### src/rtl/nes_joypad_pkg.sv
// Shared definitions for the NES joypad port: button indices, PS/2 scancodes
// and the open-bus value the CPU sees on the unused data bits.
package nes_joypad_pkg;

  // Button bit positions; this is also the order the serial port shifts them out.
  typedef enum logic [2:0] {
    BTN_A      = 3'd0,
    BTN_B      = 3'd1,
    BTN_SELECT = 3'd2,
    BTN_START  = 3'd3,
    BTN_UP     = 3'd4,
    BTN_DOWN   = 3'd5,
    BTN_LEFT   = 3'd6,
    BTN_RIGHT  = 3'd7
  } btn_e;

  // PS/2 set-2 make codes (E0 prefix already stripped by the keyboard block).
  localparam logic [7:0] SC_K     = 8'h42;
  localparam logic [7:0] SC_J     = 8'h3B;
  localparam logic [7:0] SC_SPACE = 8'h29;
  localparam logic [7:0] SC_ENTER = 8'h5A;
  localparam logic [7:0] SC_W     = 8'h1D;
  localparam logic [7:0] SC_S     = 8'h1B;
  localparam logic [7:0] SC_A     = 8'h1C;
  localparam logic [7:0] SC_D     = 8'h23;

  // Upper bits float to the last opcode byte on a real NES; games expect 0x40.
  localparam logic [7:0] OPEN_BUS = 8'h40;

  // Returns {hit, buttonIndex}; hit=0 for codes that map to no button.
  function automatic logic [3:0] keyToButton(input logic [7:0] code);
    logic [3:0] result;
    result = 4'b0000;
    case (code)
      SC_K:     result = {1'b1, BTN_A};
      SC_J:     result = {1'b1, BTN_B};
      SC_SPACE: result = {1'b1, BTN_SELECT};
      SC_ENTER: result = {1'b1, BTN_START};
      SC_W:     result = {1'b1, BTN_UP};
      SC_S:     result = {1'b1, BTN_DOWN};
      SC_A:     result = {1'b1, BTN_LEFT};
      SC_D:     result = {1'b1, BTN_RIGHT};
      default:  result = 4'b0000;
    endcase
    return result;
  endfunction

endpackage

### src/rtl/nes_joypad_ps2_button_tracker.sv
// Keeps a held/released bit per NES button from the keyboard's last scancode
// and presents the live button vector, optionally suppressing opposing directions.
module ps2_button_tracker
  import nes_joypad_pkg::*;
#(
  parameter bit BLOCK_OPPOSING = 1'b1
) (
  input  logic       clk,
  input  logic       reset,
  input  logic [7:0] keycode_i,
  input  logic       keypress_i,
  output logic [7:0] keystates_o
);

  logic [7:0] btn_q;
  logic [7:0] btn_d;
  logic [3:0] keyHit;

  // Only the button named by the current scancode follows keypress; the rest hold.
  always_comb begin
    btn_d  = btn_q;
    keyHit = keyToButton(keycode_i);
    if (keyHit[3]) begin
      btn_d[keyHit[2:0]] = keypress_i;
    end
  end

  // Button state register.
  always_ff @(posedge clk) begin
    if (reset) begin
      btn_q <= 8'h00;
    end else begin
      btn_q <= btn_d;
    end
  end

  // A d-pad cannot press both opposing directions; report neither when both are held.
  always_comb begin
    keystates_o = btn_q;
    if (BLOCK_OPPOSING) begin
      if (btn_q[BTN_UP] && btn_q[BTN_DOWN]) begin
        keystates_o[BTN_UP]   = 1'b0;
        keystates_o[BTN_DOWN] = 1'b0;
      end
      if (btn_q[BTN_LEFT] && btn_q[BTN_RIGHT]) begin
        keystates_o[BTN_LEFT]  = 1'b0;
        keystates_o[BTN_RIGHT] = 1'b0;
      end
    end
  end

endmodule

### src/rtl/nes_joypad.sv
// NES controller port at $4016/$4017: strobe latch, serial shift register
// advanced on the trailing edge of each $4016 read, and the CPU read mux.
module nes_joypad
  import nes_joypad_pkg::*;
#(
  parameter bit BLOCK_OPPOSING = 1'b1
) (
  input  logic       clk,
  input  logic       reset,
  input  logic [7:0] keycode,
  input  logic       keypress,
  input  logic       cs,
  input  logic       addr0,
  input  logic       we,
  input  logic [7:0] data_in,
  output logic [7:0] data_out,
  output logic [7:0] keystates
);

  logic       strobe_q;
  logic       strobe_d;
  logic [7:0] sr_q;
  logic [7:0] sr_d;
  logic       rdHist_q;
  logic       rdHist_d;
  logic       rdAccess;
  logic       wrStrobe;
  logic       readEnd;
  logic       unusedData;

  ps2_button_tracker #(
    .BLOCK_OPPOSING(BLOCK_OPPOSING)
  ) u_tracker (
    .clk        (clk),
    .reset      (reset),
    .keycode_i  (keycode),
    .keypress_i (keypress),
    .keystates_o(keystates)
  );

  assign rdAccess   = cs & ~we & ~addr0;
  assign wrStrobe   = cs & we & ~addr0;
  assign readEnd    = rdHist_q & ~rdAccess;
  assign unusedData = ^data_in[7:1];

  // Strobe follows bit0 of $4016 writes; the shifter reloads while strobe is high
  // (reload beats a coincident read-end), otherwise it advances once when a read ends.
  always_comb begin
    strobe_d = strobe_q;
    sr_d     = sr_q;
    rdHist_d = rdAccess;
    if (wrStrobe) begin
      strobe_d = data_in[0];
    end
    if (strobe_q) begin
      sr_d = keystates;
    end else if (readEnd) begin
      sr_d = {1'b1, sr_q[7:1]};
    end
  end

  // Port state registers; reset also clears the read history so a read cut by
  // reset cannot produce a shift afterwards.
  always_ff @(posedge clk) begin
    if (reset) begin
      strobe_q <= 1'b0;
      sr_q     <= 8'h00;
      rdHist_q <= 1'b0;
    end else begin
      strobe_q <= strobe_d;
      sr_q     <= sr_d;
      rdHist_q <= rdHist_d;
    end
  end

  // Only a $4016 read drives the serial bit; everything else reads as open bus.
  always_comb begin
    data_out = OPEN_BUS;
    if (rdAccess) begin
      data_out = {OPEN_BUS[7:1], sr_q[0]};
    end
  end

endmodule

### config.mk
export PLATFORM = sky130hd
export DESIGN_NAME = nes_joypad
export DESIGN_NICKNAME = d
export VERILOG_FILES = /design/src/rtl/nes_joypad_pkg.sv /design/src/rtl/nes_joypad_ps2_button_tracker.sv /design/src/rtl/nes_joypad.sv
export SDC_FILE = /design/constraint.sdc
export NUM_CORES = 1
export LEC_CHECK = 0
export CORE_ASPECT_RATIO = 0.6
export CORE_UTILIZATION = 30
export DETAILED_ROUTE_END_ITERATION = 12
export SETUP_SLACK_MARGIN = 0.2
export SLEW_MARGIN = 10
export SYNTH_ARGS = -nofsm -noshare
export SYNTH_HDL_FRONTEND = slang
export SYNTH_SLANG_ARGS = --single-unit
### constraint.sdc
create_clock -name clk -period 2.3 [get_ports clk]
set_clock_uncertainty 0.05 [all_clocks]
set_input_delay 0.345 -clock clk [delete_from_list [all_inputs] [get_ports clk]]
set_output_delay 0.345 -clock clk [all_outputs]
set_load 0.02 [all_outputs]
==> run metrics <==
cts bufs inserted 3; sequential share of power 0.524; Fin Setup TNS 0 ns; gpl congestion 0.7709; Wirelength per Cell 11.91 um; internal power 0.4774 mW; power share of the clock group 0.342; Ys Warns 0; library cells used by synthesis 30; Row Count 15; H-tree depth 1; R2R cell count 3; HP Class flop to flop; crit path launch type primary input; number of remaining DRC errors 0; highest-count cells in the layout ignoring fill and taps clkdlybuf4s50_1, dfxtp_1, nor2b_1; hpwl dp 1645 um; Die Wd 77.22 um; Initial DRC Count 52; Core Area 3040 sq um; VDD IR-drop max 0.2438 mV; Worst-Margin Slew 0.5318 ns; CTS sink cnt 18; Clock Tree Buf Depth 2; I/O pin cnt 38; Peak Freq 532.1 MHz; grt ovf 0; first-pass GRT wire length 3312 um; critical path class primary input to output port; Die Height 47.14 um; drt first pass iters 4; Routed WL 2049 um; RSZ-0062 raised after global routing false; Final min period 1.879 ns; Avg Inst Size Synth 8.934 sq um; max-slew violations 0; hold depth 2; vias per inst 4.971; largest net degree at the start of global routing 18; Final Non-Filler Cells 172; Max FO, Critical Path 3; CP required 1.90 ns; Die ar. 3640 sq um; share of layout cells above drive strength 1 0.06923; ANT nets after route 0; gr usage total 0.1209; Final #Nets 154; post-CTS setup buffers 0; Area Growth Syn to Fin 24.45%; Final Hold Fails 0; Synth Instances 114; ANT cells 0; via count 855; switching power 0.1457 mW; Tcrit/Tclk final 0.8172; commonest non-fill, non-tap cell in the layout clkdlybuf4s50_1; critical path data arrival time 1.48 ns; Leak 0.4695 nW; Post-Place Cells 169; Net Sw Frac 0.2338; initial antenna violation count 0; Seq/Total Area, Yosys 0.3538; Max-slew headroom 0.6450; vias in the first global route 705; Initial Util 0.3350; Post-Synthesis Cell Area 1018 sq um; Pwr Density 491.6 nW/um^2; clock latency at the later pin of the worst-skew pair 0.25 ns; CTS tree built; status finished, final reports clean; Max-Cap Viols 0; number of synthesized register bits 18; clk root buf clkbuf_8; Worst setup EP type output port; # port buffers 23; clk slew on worst S/H paths 0.06 ns; Setup-failing EPs final 0; Logic pwr share 0.135
==> area by class of cell <==
cell class | count | area [sq um]
fill | 300 | 1773
multi-input combinational | 79 | 550.5
sequential | 18 | 360.3
timing repair buffer | 25 | 244.0
tap | 42 | 52.55
clock buffer | 3 | 41.29
inverter | 5 | 18.77
==> metal layers <==
layer / global-route usage / wire, um / up-vias / share of wire
met1: 0.1669 / 1041 / 400 / 0.51
li1: - / - / 423 / -
met5: 0 / 0 / - / 0
met4: 0.04151 / 12 / 0 / 0.0059
met3: 0.04854 / 172 / 2 / 0.084
met2: 0.1717 / 823 / 30 / 0.40
==> cells in the mapped netlist (all sizes together) <==
master,count,area (sq um)
inv,5,18.77
nor3,1,5.000
a21bo,2,20.02
a21o,1,7.510
nand3,5,25.02
a31oi,7,43.79
nor4b,3,38.79
nand3b,2,15.01
nor2,3,11.26
nand2b,6,37.54
and3b,2,17.52
a21oi,3,15.01
nand4,1,6.260
and4bb,1,12.51
o21ai,7,35.03
mux2i,6,60.06
a221oi,4,35.03
buf,13,92.59
a211oi,4,35.03
nor2b,9,56.30
dfxtp,18,360.4
or3b,1,8.760
nor4bb,2,20.02
conb,2,7.510
and2,1,6.260
nor3b,1,12.51
clkbuf,4,15.01
==> through the flow <==
step	area, sq um	util	power (mW)	setup slack (ns)	hold WS, ns
global route	1267	0.4169	0.6559	0.3218	0.4694
finish	1267	0.4169	0.6231	0.4205	0.4368
global placement	1227	0.4037	0.4147	0.1481	0.4231
CTS	1267	0.4169	0.6305	0.3923	0.4401
floorplan	1037	-	0.3846	0.9981	0.4064
detailed placement	1227	0.4037	0.4163	0.1185	0.4276
==> worst max-delay path: stages <==
cell and delay [ns]:
clkdlybuf4s50_1 0.48, nor3b_2 0.20, and2_1 0.14, dlygate4sd2_1 0.32
==> path summary, 6_finish.rpt <==
kind	slack (ns)	end	from
worst min-delay path	0.44	sr_q[5]$_SDFFE_PP0P_	sr_q[5]$_SDFFE_PP0P_
worst max-delay path	0.42	data_out[0]	cs
worst min register to register	0.44	sr_q[5]$_SDFFE_PP0P_	sr_q[5]$_SDFFE_PP0P_
worst max register to register	1.11	sr_q[6]$_SDFFE_PP0P_	rdHist_q$_SDFF_PP0_
==> logic make-up (layout without fill, tap and decap cells) <==
kind of cell,after synthesis,count (layout),share of synthesized area
flip-flops,18,18,0.3538
other,2,7,0.007374
AND/OR/NAND/NOR,38,38,0.2678
multiplexers,6,6,0.05897
buffers and inverters,22,33,0.1241
AO/OA/AOI/OAI,28,28,0.1879
==> registers in the layout (all words and copies together), names as in the netlist <==
signal,flops
strobe_q,1
u_tracker.btn_q,8
sr_q,8
rdHist_q,1
==> what timing repair did <==
item                       4_1_cts  5_1_grt
hold buffers                     0        0
setup endpoints to repair        1        0
gates resized for setup          1        0
==> power by group through the flow <==
stage	clock network (mW)	logic, mW	registers [mW]
6_report	0.213	0.0838	0.326
5_1_grt	0.238	0.0907	0.327
4_1_cts	0.221	0.0834	0.326
3_5_place_dp	0	0.0833	0.333
3_3_place_gp	0	0.0819	0.333
2_1_floorplan	0	0.0560	0.329
Power figures use the tool's default switching activity.
